## config.mk

```make
export PLATFORM = sky130hd
export DESIGN_NAME = ggt_sched_flat
export DESIGN_NICKNAME = d
export VERILOG_FILES = /design/src/rtl/ggt_sched_pkg.sv /design/src/rtl/ggt_sched_if.sv /design/src/rtl/ggt_sched_core.sv /design/src/rtl/ggt_sched.sv /design/src/flat_wrapper.sv
export SDC_FILE = /design/constraint.sdc
export NUM_CORES = 1
export LEC_CHECK = 0
export CORE_ASPECT_RATIO = 1.1
export CORE_MARGIN = 10
export CORE_UTILIZATION = 51
export CTS_CLUSTER_SIZE = 20
export DETAILED_ROUTE_END_ITERATION = 12
export GPL_TIMING_DRIVEN = 0
export PLACE_DENSITY = 0.95
export SLEW_MARGIN = 20
export SYNTH_ARGS = -nofsm -noshare
export SYNTH_HDL_FRONTEND = slang
export SYNTH_SLANG_ARGS = --single-unit
```

## constraint.sdc

```tcl
create_clock -name clk -period 8.5 [get_ports clk]
set_input_delay 2.55 -clock clk [delete_from_list [all_inputs] [get_ports clk]]
set_output_delay 2.55 -clock clk [all_outputs]
set_load 0.02 [all_outputs]
```

## src/rtl/ggt_sched_pkg.sv

```systemverilog
// =============================================================================
// Module : ggt_pkg
// Brief  : Shared FSM encoding, default width and index helper for ggt_sched.
// Rev    : 1.0
// =============================================================================
`default_nettype none

package ggt_pkg;

    localparam int C_DEF_W = 8;

    typedef enum logic [1:0] {
        ST_IDLE = 2'd0,
        ST_RUN  = 2'd1,
        ST_RESP = 2'd2
    } state_t;

    // Modulo-n increment without a divider.
    function automatic int wrap_inc(input int idx, input int n);
        return (idx + 1 >= n) ? 0 : idx + 1;
    endfunction

endpackage

`default_nettype wire

```

## src/rtl/ggt_sched_if.sv

```systemverilog
// =============================================================================
// Module : ggt_sched_if
// Brief  : Request/response bundle between the requesters and the GCD scheduler.
// Rev    : 1.0
// =============================================================================
`default_nettype none

interface ggt_sched_if #(
    parameter int NREQ = 4,
    parameter int W    = ggt_pkg::C_DEF_W
);
    logic [NREQ-1:0]   req_valid;
    logic [NREQ-1:0]   req_ready;
    logic [NREQ*W-1:0] req_a;
    logic [NREQ*W-1:0] req_b;
    logic [NREQ-1:0]   rsp_valid;
    logic [NREQ-1:0]   rsp_ready;
    logic [W-1:0]      rsp_ggt;
    logic              busy;

    modport master (
        output req_valid, req_a, req_b, rsp_ready,
        input  req_ready, rsp_valid, rsp_ggt, busy
    );

    modport slave (
        input  req_valid, req_a, req_b, rsp_ready,
        output req_ready, rsp_valid, rsp_ggt, busy
    );
endinterface

`default_nettype wire

```

## src/rtl/ggt_sched_core.sv

```systemverilog
// =============================================================================
// Module : ggt_core
// Brief  : Iterative subtractive GCD engine, one reduction step per cycle.
// Rev    : 1.0
// =============================================================================
`default_nettype none

module ggt_core
    import ggt_pkg::*;
#(
    parameter int W = C_DEF_W
) (
    input  logic         clk,
    input  logic         rst,
    input  logic         i_start,
    input  logic [W-1:0] i_a,
    input  logic [W-1:0] i_b,
    output logic         o_done,
    output logic [W-1:0] o_result
);

    logic [W-1:0] r_a;
    logic [W-1:0] r_b;
    logic [W-1:0] r_result;
    logic         r_run;
    logic         w_term;

    assign w_term   = (r_a == r_b) || (r_a == '0) || (r_b == '0);
    // Combinational pulse so the scheduler leaves RUN on the terminating step.
    assign o_done   = r_run & w_term;
    assign o_result = r_result;

    always_ff @(posedge clk) begin
        if (rst) begin
            r_a      <= '0;
            r_b      <= '0;
            r_result <= '0;
            r_run    <= 1'b0;
        end else if (i_start) begin
            r_a   <= i_a;
            r_b   <= i_b;
            r_run <= 1'b1;
        end else if (r_run) begin
            if (w_term) begin
                r_result <= (r_a == '0) ? r_b : r_a;
                r_run    <= 1'b0;
            end else if (r_a > r_b) begin
                r_a <= r_a - r_b;
            end else begin
                r_b <= r_b - r_a;
            end
        end
    end

endmodule

`default_nettype wire

```

## src/rtl/ggt_sched.sv

```systemverilog
// =============================================================================
// Module : ggt_sched
// Brief  : Round-robin scheduler sharing one GCD engine among NREQ requesters.
// Rev    : 1.0
// =============================================================================
`default_nettype none

module ggt_sched
    import ggt_pkg::*;
#(
    parameter int NREQ = 4,
    parameter int W    = C_DEF_W
) (
    input  logic           clk,
    input  logic           rst,
    ggt_sched_if.slave     bus
);

    localparam int IW = (NREQ > 1) ? $clog2(NREQ) : 1;

    state_t          r_state;
    state_t          w_state_nxt;
    logic [IW-1:0]   r_ptr;
    logic [IW-1:0]   w_ptr_nxt;
    logic [IW-1:0]   r_owner;
    logic [IW-1:0]   w_owner_nxt;
    logic [IW-1:0]   w_sel;
    logic            w_found;
    logic            w_start;
    logic [W-1:0]    w_a;
    logic [W-1:0]    w_b;
    logic            w_done;
    logic [W-1:0]    w_result;

    // Scan offsets high to low so the lowest offset from r_ptr wins.
    always_comb begin
        int j;
        j       = 0;
        w_found = 1'b0;
        w_sel   = '0;
        for (int off = NREQ - 1; off >= 0; off--) begin
            j = int'(r_ptr) + off;
            if (j >= NREQ) j -= NREQ;
            if (bus.req_valid[j]) begin
                w_found = 1'b1;
                w_sel   = IW'(j);
            end
        end
        w_a = bus.req_a[int'(w_sel)*W +: W];
        w_b = bus.req_b[int'(w_sel)*W +: W];
    end

    always_comb begin
        w_state_nxt   = r_state;
        w_ptr_nxt     = r_ptr;
        w_owner_nxt   = r_owner;
        w_start       = 1'b0;
        bus.req_ready = '0;
        bus.rsp_valid = '0;
        bus.rsp_ggt   = '0;
        bus.busy      = (r_state != ST_IDLE);
        case (r_state)
            ST_IDLE: begin
                if (w_found) begin
                    bus.req_ready[w_sel] = 1'b1;
                    w_start              = 1'b1;
                    w_owner_nxt          = w_sel;
                    w_state_nxt          = ST_RUN;
                end
            end
            ST_RUN: begin
                if (w_done) w_state_nxt = ST_RESP;
            end
            ST_RESP: begin
                bus.rsp_valid[r_owner] = 1'b1;
                bus.rsp_ggt            = w_result;
                if (bus.rsp_ready[r_owner]) begin
                    w_ptr_nxt   = IW'(wrap_inc(int'(r_owner), NREQ));
                    w_state_nxt = ST_IDLE;
                end
            end
            default: w_state_nxt = ST_IDLE;
        endcase
    end

    always_ff @(posedge clk) begin
        if (rst) begin
            r_state <= ST_IDLE;
            r_ptr   <= '0;
            r_owner <= '0;
        end else begin
            r_state <= w_state_nxt;
            r_ptr   <= w_ptr_nxt;
            r_owner <= w_owner_nxt;
        end
    end

    ggt_core #(.W(W)) u_core (
        .clk      (clk),
        .rst      (rst),
        .i_start  (w_start),
        .i_a      (w_a),
        .i_b      (w_b),
        .o_done   (w_done),
        .o_result (w_result)
    );

endmodule

`default_nettype wire

```

## src/flat_wrapper.sv

```systemverilog
// flat-port wrapper written by rule: the top's interface ports become plain ports
module ggt_sched_flat import ggt_pkg::*;
#(
    parameter int NREQ = 4,
    parameter int W    = C_DEF_W
)
  (clk, rst, bus_req_valid, bus_req_a, bus_req_b, bus_rsp_ready, bus_req_ready, bus_rsp_valid, bus_rsp_ggt, bus_busy);
  ggt_sched_if #(.NREQ(NREQ), .W(W)) bus_i ();
  input  logic clk;
  input  logic rst;
  input wire logic [$bits(bus_i.req_valid)-1:0] bus_req_valid;
  input wire logic [$bits(bus_i.req_a)-1:0] bus_req_a;
  input wire logic [$bits(bus_i.req_b)-1:0] bus_req_b;
  input wire logic [$bits(bus_i.rsp_ready)-1:0] bus_rsp_ready;
  output wire logic [$bits(bus_i.req_ready)-1:0] bus_req_ready;
  output wire logic [$bits(bus_i.rsp_valid)-1:0] bus_rsp_valid;
  output wire logic [$bits(bus_i.rsp_ggt)-1:0] bus_rsp_ggt;
  output wire logic [$bits(bus_i.busy)-1:0] bus_busy;
  assign bus_i.req_valid = bus_req_valid;
  assign bus_i.req_a = bus_req_a;
  assign bus_i.req_b = bus_req_b;
  assign bus_i.rsp_ready = bus_rsp_ready;
  assign bus_req_ready = bus_i.req_ready;
  assign bus_rsp_valid = bus_i.rsp_valid;
  assign bus_rsp_ggt = bus_i.rsp_ggt;
  assign bus_busy = bus_i.busy;
  ggt_sched #(.NREQ(NREQ), .W(W)) u_core (.clk(clk), .rst(rst), .bus(bus_i));
endmodule
```

Word level (Yosys, flattened, before mapping). Index checks and enable logic that the tools add are counted.

Add/subtract/negate cells: 10. $lt $le $gt $ge: 14. Equal/unequal tests: 8. Shifts and indexed selects: 2. Multiplexer cells: 53. Bitwise gates (word level): 2. Reduce and logical (&&, ||, !) cells: 16.

Operators with widths (number): 32-bit by 4-bit < comparator with 1-bit output (second input constant) (4); 32-bit two-way mux (4); 8-bit two-way mux (10); 32-bit by 4-bit greater-or-equal comparator with 1-bit output (second input constant) (2); 32-bit by 6-bit indexed part select with 8-bit output (2); 32-bit by 4-bit subtractor with 32-bit output (second input constant) (2); 1-bit two-way mux (20); 8-bit zero test (2); 2-bit two-way mux (8); 8-bit subtractor (2); 4-bit two-way mux (3); 3-bit AND reduction (4); 1-bit binary-select mux with 2-bit select (5); 8-bit == test (1); 8-bit greater-than comparator (1); 2-bit by 1-bit adder with 3-bit output (second input constant) (2); 2-bit by 2-bit adder with 3-bit output (second input constant) (2); 3-bit greater-or-equal comparator (second input constant) (2); 2-bit by 3-bit < comparator with 1-bit output (second input constant) (2); 2-bit != test (second input constant) (3); 2-bit one-hot mux with 3 select lines (1); 2-bit nonzero test (3); 1-bit demux with 2-bit select (2); 2-bit by 1-bit greater-or-equal comparator with 1-bit output (second input constant) (2); other kinds (12) (16).

Flip-flop bits (word level): 31. Output and inout port bits: 17. Word-level logic and storage cells: 112.

Depth between registers and ports, before layout. Gate-level depths: netlist (run 1).

Word-level depth: 16. Gate-level depth with buffers: 11. Depth with buffers taken out: 9.

Modules after synthesis. From an unflattened synthesis (run 1), not the netlist that was laid out.

Cell total of the unflattened synthesis: 338. Area, all modules: 2881.5 µm².

By module, submodules not included: ggt_core (times used 1, cells each 219, area each 1838.0 µm², seq. area each 500.5 µm²); ggt_sched (times used 1, cells each 119, area each 1043.5 µm², seq. area each 120.1 µm²).

Worst setup path before layout (run 1). No wires, ideal clock.

Kind: input port to output port. Start: input port bus_req_valid[2]. End: output port bus_req_ready[3]. Arrival time: 3.754 ns. Required time: 5.950 ns. Path slack: 2.196 ns. Stages on the path: 5. Buffers on the path: 1. Path through: or4_1 nand2_1 nor3_1 clkbuf_1 and2_1.

Longest elaborated chain between the ends: 13. Elaborated cells between the ends (all ways): 27. Classes of those cells: order compare (2); mux (24); reduce/logical (1).

Ends and longest elaborated chain: start, declared (line flat_wrapper.sv:11) `input wire logic [$bits(bus_i.req_valid)-1:0] bus_req_valid;`; 1-bit binary-select mux with 2-bit select (line ggt_sched.sv:44) `if (bus.req_valid[j]) begin`; 1-bit two-way mux (implied by the code) (2 in a row) (line ggt_sched.sv:44); 2-bit two-way mux (4 in a row) (line ggt_sched.sv:44); 2-bit by 3-bit < comparator with 1-bit output (implied by the code) or 2-bit by 1-bit greater-or-equal comparator with 1-bit output (tied branches) (line ggt_sched.sv:65) `bus.req_ready[w_sel] = 1'b1;`; 1-bit logical AND (implied by the code) (line ggt_sched.sv:65); 1-bit two-way mux (implied by the code) (line ggt_sched.sv:65); 1-bit demux with 2-bit select; 4-bit two-way mux (*) (line ggt_sched.sv:64) `if (w_found) begin`; 4-bit two-way mux (*) (line ggt_sched.sv:62) `case (r_state)`; end, declared (line flat_wrapper.sv:15) `output wire logic [$bits(bus_i.req_ready)-1:0] bus_req_ready;`.

Mark *: on every way between the ends. The rest lies on a longest branch, timed or not. The select of a mux whose other input is x is not followed.

Worst setup path in the final report (run 1).
Start: input port bus_req_valid[1]. End: output port bus_req_ready[1].

Same word-level chain as after synthesis.

==> results.sh, run 1 <==
export IMPL_critPathMostFrequentCell="clkdlybuf4s50_1"
export IMPL_avgViaCountPerCell=5.76
export IMPL_utilization=0.727
export IMPL_syn_area_um2=2770
export IMPL_io_pins=91
export IMPL_cts_resized=0
export IMPL_syn_mean_instance_area_um2=8.65
export IMPL_clockBufferDepth=2
export IMPL_num_rows=28
export IMPL_start_util=0.520
export IMPL_postRouteAntennaNets=0
export IMPL_grt_max_degree=11
export IMPL_power_frac_seq=0.243
export IMPL_seq_area_um2=621
export IMPL_clkPwrFrac=0.175
export IMPL_worst_path_max_fanout=10
export IMPL_fin_ws_ps=967
export IMPL_worstSetupStartpointType="input pin"
export IMPL_yosysWarningCount=0
export IMPL_finalClockSkew_ps=8.28
export IMPL_rsz0062_at_grt="no"
export IMPL_drt_drc_violations_left=0
export IMPL_dp_slack_ps=955
export IMPL_max_freq_mhz=133
export IMPL_wire_per_inst_um=18.1
export IMPL_p_sw_mw=0.380
export IMPL_cts_sinks=31
export IMPL_num_nets_final=511
export IMPL_yosys_register_bits=31
export IMPL_cp_cell_sequence="clkdlybuf4s50_1, or4_1, nand2_1, nor3_1, clkbuf_1, nor2b_1, clkdlybuf4s50_1"
export IMPL_drtPass1Iterations=4
export IMPL_synthCells=320
export IMPL_first_global_vias=2936
export IMPL_worst_pin_slew_ps=549
export IMPL_arrival_ps=4980
export IMPL_final_common_cell="clkdlybuf4s50_1"
export IMPL_fillers=392
export IMPL_syn_to_final_growth_pct=39.8
export IMPL_clock_root_buffer="clkbuf_8"
export IMPL_multi_input_area_um2=1940
export IMPL_cap_violations=0
export IMPL_vias=2832
export IMPL_path_clk_slew_ps=70
export IMPL_drt_initial_drc_count=217
export IMPL_yosys_most_used_dff="dfxtp_1"
export IMPL_num_antenna_cells=0
export IMPL_synth_fp_nets=415
export IMPL_overflow=0
export IMPL_floorplan_core_area_um2=5330
export IMPL_p_int_mw=0.512
export IMPL_period_needed_ps=7530
export IMPL_combPwrFrac=0.582
export IMPL_ir_drop_v=0.000134
export IMPL_slew_viol_final=0
export IMPL_ctsHoldBuffers=0
export IMPL_die_w_um=90.3
export IMPL_critPathCaptureType="output pin"
export IMPL_synth_top_cell_by_area="dfxtp_1"
export IMPL_drive_above_1_share=0.103
export IMPL_cp_required_ps=5950
export IMPL_async_flop_share=0
export IMPL_grt_pass1_wl_mm=14.0
export IMPL_switching_share=0.426
export IMPL_grt_antenna_before_repair=0
export IMPL_final_cell_mix="89 x clkdlybuf4s50_1, 39 x mux2i_1, 31 x a21oi_1, 31 x dfxtp_1, 24 x nor2_1"
export IMPL_slowest_delay_ps=630
export IMPL_tns_ps=0
export IMPL_slew_headroom=0.633
export IMPL_post_cts_buffers=0
export IMPL_critPathTopFamily="buffers and inverters"
export IMPL_ys_types=61
export IMPL_cts_made_buffers=5
export IMPL_cts_tree="yes"
export IMPL_place_congestion=0.982
export IMPL_run_status="completed"
export IMPL_hpwl_mm=7.14
export IMPL_io_buffers=89
export IMPL_final_hold_viol_count=0
export IMPL_die_area_um2=8780
export IMPL_synth_seq_area_share=0.224
export IMPL_criticalPathCategory="input pin to output pin"
export IMPL_yosysTopAreaCellShare=0.224
export IMPL_hold_class="register to register"
export IMPL_period_share=0.886
export IMPL_wl_mm=8.92
export IMPL_pwr_density_cell_nw_per_um2=230
export IMPL_finalSetupViolCount=0
export IMPL_power_leakage_nw=1.54
export IMPL_synthTopCellsByArea="dfxtp_1 22%, mux2i_1 14%, ha_1 8.6%"
export IMPL_grt_usage=0.192
export IMPL_critPathBufInv=3
export IMPL_dieHeight_um=97.3
export IMPL_cp_slowest_cell="clkdlybuf4s50_1"
export IMPL_clk_latency_ps=300
export IMPL_ctsHtreeMaxLevel=2
export IMPL_synth_edff_count=0
==> flip-flops by register name, summed over array words and instances (netlist names) <==
register	count
u_core.u_core.o_result	8
u_core.u_core.r_a	8
u_core.u_core.r_b	8
u_core.r_owner	2
u_core.r_ptr	2
u_core.r_state	2
u_core.u_core.r_run	1
==> per-layer routing <==
| layer | track usage | wire (um) | part of all wire | vias to the layer above |
|---|---|---|---|---|
| li1 | - | - | - | 1348 |
| met1 | 0.195 | 3290 | 0.37 | 1317 |
| met2 | 0.348 | 4700 | 0.53 | 130 |
| met3 | 0.0518 | 544 | 0.061 | 37 |
| met4 | 0.104 | 377 | 0.042 | 0 |
| met5 | 0 | 0 | 0 | - |
==> cell type report <==
cell class / instances / area share
buffer: 20 / 0.0336
clock buffer: 6 / 0.0213
clock inverter: 2 / 0.00905
inverter: 21 / 0.0204
multi-input combinational: 248 / 0.501
sequential: 31 / 0.160
tap: 75 / 0.0242
timing repair buffer: 89 / 0.230
==> Yosys cell counts, types with 7 or more instances <==
library cell,count
and2_1,15
xnor2_1,7
clkbuf_1,7
inv_1,21
buf_2,7
mux2i_1,39
a211oi_1,7
nor2_1,24
a21oi_1,31
ha_1,19
nand2_1,15
dfxtp_1,31
o22ai_1,7
==> through the flow <==
stage	cell area, um2	total power, mW	std cells	hold WS, ps
floorplan	2770	0.584	320	437
finish	3870	0.892	492	478
global route	3870	0.944	492	516
CTS	3870	0.881	492	477
detailed placement	3750	0.720	484	468
global placement	3750	0.700	484	458
==> final timing paths <==
| check | from | endpoint | slack (ps) | depth (start not counted) |
|---|---|---|---|---|
| worst max-delay path | bus_req_valid[1] | bus_req_ready[1] | 970 | 7 |
| worst min-delay path | u_core.r_ptr[0]$_SDFFE_PP0P_ | u_core.r_ptr[0]$_SDFFE_PP0P_ | 480 | 2 |
| worst max register to register | u_core.u_core.r_a[1]$_SDFFE_PP0P_ | u_core.u_core.r_a[1]$_SDFFE_PP0P_ | 5870 | 9 |
| worst min register to register | u_core.r_ptr[0]$_SDFFE_PP0P_ | u_core.r_ptr[0]$_SDFFE_PP0P_ | 480 | 2 |
==> kinds of logic (layout without fill, tap and decap cells) <==
kind of cell               count (synthesis)  count (layout)  share of synthesized area
DFF                                       31              31                      0.224
buffers and inverters                     41             138                     0.0755
xor gates and xnor gates                  12              12                     0.0380
muxes                                     46              46                      0.174
and+or+nand+nor                           87              87                      0.178
AOI/OAI and AO/OA                         82              82                      0.211
adders and majority gates                 21              21                      0.100
==> power by group through the flow <==
stage / clock network, mW / logic (mW) / registers (mW)
2_1_floorplan: 0 / 0.382 / 0.202
3_3_place_gp: 0 / 0.485 / 0.215
3_5_place_dp: 0 / 0.503 / 0.217
4_1_cts: 0.154 / 0.513 / 0.214
5_1_grt: 0.159 / 0.566 / 0.219
6_report: 0.156 / 0.519 / 0.216
==> tightest hold or removal path, delay by kind of cell (launching register included) <==
kind | cells | cell delay [ps]
flip-flops | 1 | 330
AND/OR/NAND/NOR | 1 | 60
AO/OA/AOI/OAI | 1 | 50
Note: power is estimated with default switching activity, not from simulation.
==> run 2: changes to the inputs <==
--- a/config.mk
+++ b/config.mk
@@ -7,7 +7,7 @@
 export LEC_CHECK = 0
 export CORE_ASPECT_RATIO = 1.1
 export CORE_MARGIN = 10
-export CORE_UTILIZATION = 51
+export CORE_UTILIZATION = 50
 export CTS_CLUSTER_SIZE = 20
 export DETAILED_ROUTE_END_ITERATION = 12
 export GPL_TIMING_DRIVEN = 0
==> results.sh, run 2 (same netlist as run 1, synthesis figures left out) <==
export IMPL_final_hold_viol_count=0
export IMPL_arrival_ps=4990
export IMPL_cts_tree="yes"
export IMPL_floorplan_core_area_um2=5360
export IMPL_overflow=0
export IMPL_post_cts_buffers=0
export IMPL_power_leakage_nw=1.53
export IMPL_cts_resized=0
export IMPL_timing_rr_end="u_core.u_core.r_a[3]$_SDFFE_PP0P_"
export IMPL_num_rows=28
export IMPL_hpwl_mm=7.17
export IMPL_drtPass1Iterations=5
export IMPL_reg2reg_slack_ps=5770
export IMPL_ir_drop_v=0.000190
export IMPL_final_common_cell="clkdlybuf4s50_1"
export IMPL_worstHoldStart="u_core.r_ptr[0]$_SDFFE_PP0P_"
export IMPL_wl_mm=8.71
export IMPL_syn_to_final_growth_pct=39.3
export IMPL_tns_ps=0
export IMPL_finalClockSkew_ps=6.20
export IMPL_start_util=0.517
export IMPL_num_nets_final=511
export IMPL_slew_headroom=0.643
export IMPL_grt_max_degree=11
export IMPL_clock_root_buffer="clkbuf_8"
export IMPL_critPathCaptureType="output pin"
export IMPL_cts_sinks=31
export IMPL_min_to="u_core.r_ptr[0]$_SDFFE_PP0P_"
export IMPL_dieHeight_um=98.1
export IMPL_place_congestion=0.954
export IMPL_dp_cells=484
export IMPL_wire_per_inst_um=17.7
export IMPL_die_w_um=91.0
export IMPL_max_freq_mhz=133
export IMPL_io_pins=91
export IMPL_postRouteAntennaNets=0
export IMPL_worstRegToRegCells=10
export IMPL_ctsHtreeMaxLevel=2
export IMPL_rsz0062_at_grt="no"
export IMPL_worst_path_max_fanout=10
export IMPL_hold_slack_ps=476
export IMPL_vias=2750
export IMPL_worst_pin_slew_ps=529
export IMPL_drive_above_1_share=0.103
export IMPL_drt_initial_drc_count=218
export IMPL_cp_required_ps=5950
export IMPL_first_global_vias=2862
export IMPL_clockBufferDepth=2
export IMPL_criticalPathCategory="input pin to output pin"
export IMPL_finalSetupViolCount=0
export IMPL_cts_made_buffers=5
export IMPL_path_clk_slew_ps=70
export IMPL_cap_violations=0
export IMPL_ctsHoldBuffers=0
export IMPL_grt_pass1_wl_mm=14.0
export IMPL_run_status="completed"
export IMPL_final_cell_mix="89 x clkdlybuf4s50_1, 39 x mux2i_1, 31 x a21oi_1, 31 x dfxtp_1, 24 x nor2_1"
export IMPL_stdcell_count=492
export IMPL_die_area_um2=8920
export IMPL_period_needed_ps=7540
export IMPL_num_antenna_cells=0
export IMPL_drt_drc_violations_left=0
export IMPL_hold_class="register to register"
export IMPL_clk_latency_ps=280
export IMPL_worstReg2RegStart="u_core.u_core.r_a[0]$_SDFFE_PP0P_"
export IMPL_slew_viol_final=0
export IMPL_period_share=0.887
export IMPL_grt_antenna_before_repair=0
export IMPL_avgViaCountPerCell=5.59
export IMPL_io_buffers=89
export IMPL_worstSetupStartpointType="input pin"
export IMPL_grt_usage=0.189
export IMPL_pwr_density_cell_nw_per_um2=224
export IMPL_hold_path_depth=2
run 2: cell types whose count changed in the layout (fill, tap and decap cells not counted), sizes merged:
cell,previous run,this run
clkinvlp,0,1
clkbuf,13,14
clkinv,1,0
bufinv,1,0
run 2: worst max-delay path, cell delays in order:
cell and delay [ps]:
clkdlybuf4s50_1 450, or4_1 610, nand2_1 240, nor3_1 100
clkbuf_1 260, and2_1 230, clkdlybuf4s50_1 540
run 2: how the worst max path moves through the flow:
stage / start / to / slack (ps) / cells after the start
5_1_grt: bus_req_valid[1] / bus_req_ready[3] / 820 / 7
6_report: bus_req_valid[2] / bus_req_ready[3] / 960 / 7
3_5_place_dp: bus_req_valid[2] / bus_req_ready[3] / 1000 / 7
2_1_floorplan: bus_req_valid[2] / bus_req_ready[3] / 2200 / 5
4_1_cts: bus_req_valid[2] / bus_req_ready[3] / 980 / 7
3_3_place_gp: bus_req_valid[2] / bus_req_ready[3] / 1000 / 7
run 2: final cells by class:
class / instances / area (um2)
flip-flops and latches: 31 / 621
clock buffers: 7 / 96.3
inverters: 21 / 78.8
repair buffers: 89 / 891
multi-input cells: 248 / 1940
well taps: 75 / 93.8
plain buffers: 20 / 130
clock inverters: 1 / 7.51
fillers: 421 / 1500
run 2: stage by stage:
stage / utilization / power [mW] / setup WS [ps] / instance area (um2)
detailed placement: 0.700 / 0.723 / 998 / 3750
floorplan: - / 0.584 / 2200 / 2770
global placement: 0.700 / 0.709 / 1000 / 3750
CTS: 0.720 / 0.856 / 983 / 3860
global route: 0.720 / 0.932 / 815 / 3860
finish: 0.720 / 0.863 / 959 / 3860
run 2: routing by layer:
layer | global-route usage | up-vias | wire, um
li1 | - | 1340 | -
met1 | 0.201 | 1294 | 3300
met2 | 0.355 | 95 | 4560
met3 | 0.0436 | 21 | 566
met4 | 0.0651 | 0 | 288
met5 | 0 | - | 0
run 2: power breakdown:
part / internal (mW) / leakage [nW] / switching [mW]
clock: 0.0736 / 0.0505 / 0.0577
sequential: 0.176 / 0.255 / 0.0397
combinational: 0.240 / 1.23 / 0.275
==> run 3: changes to the inputs <==
--- a/config.mk
+++ b/config.mk
@@ -7,7 +7,7 @@
 export LEC_CHECK = 0
 export CORE_ASPECT_RATIO = 1.1
 export CORE_MARGIN = 10
-export CORE_UTILIZATION = 50
+export CORE_UTILIZATION = 51
 export CTS_CLUSTER_SIZE = 20
 export DETAILED_ROUTE_END_ITERATION = 12
 export GPL_TIMING_DRIVEN = 0
==> results of run 3 <==
No change in the layout: final DEF, timing and power equal those of run 1.
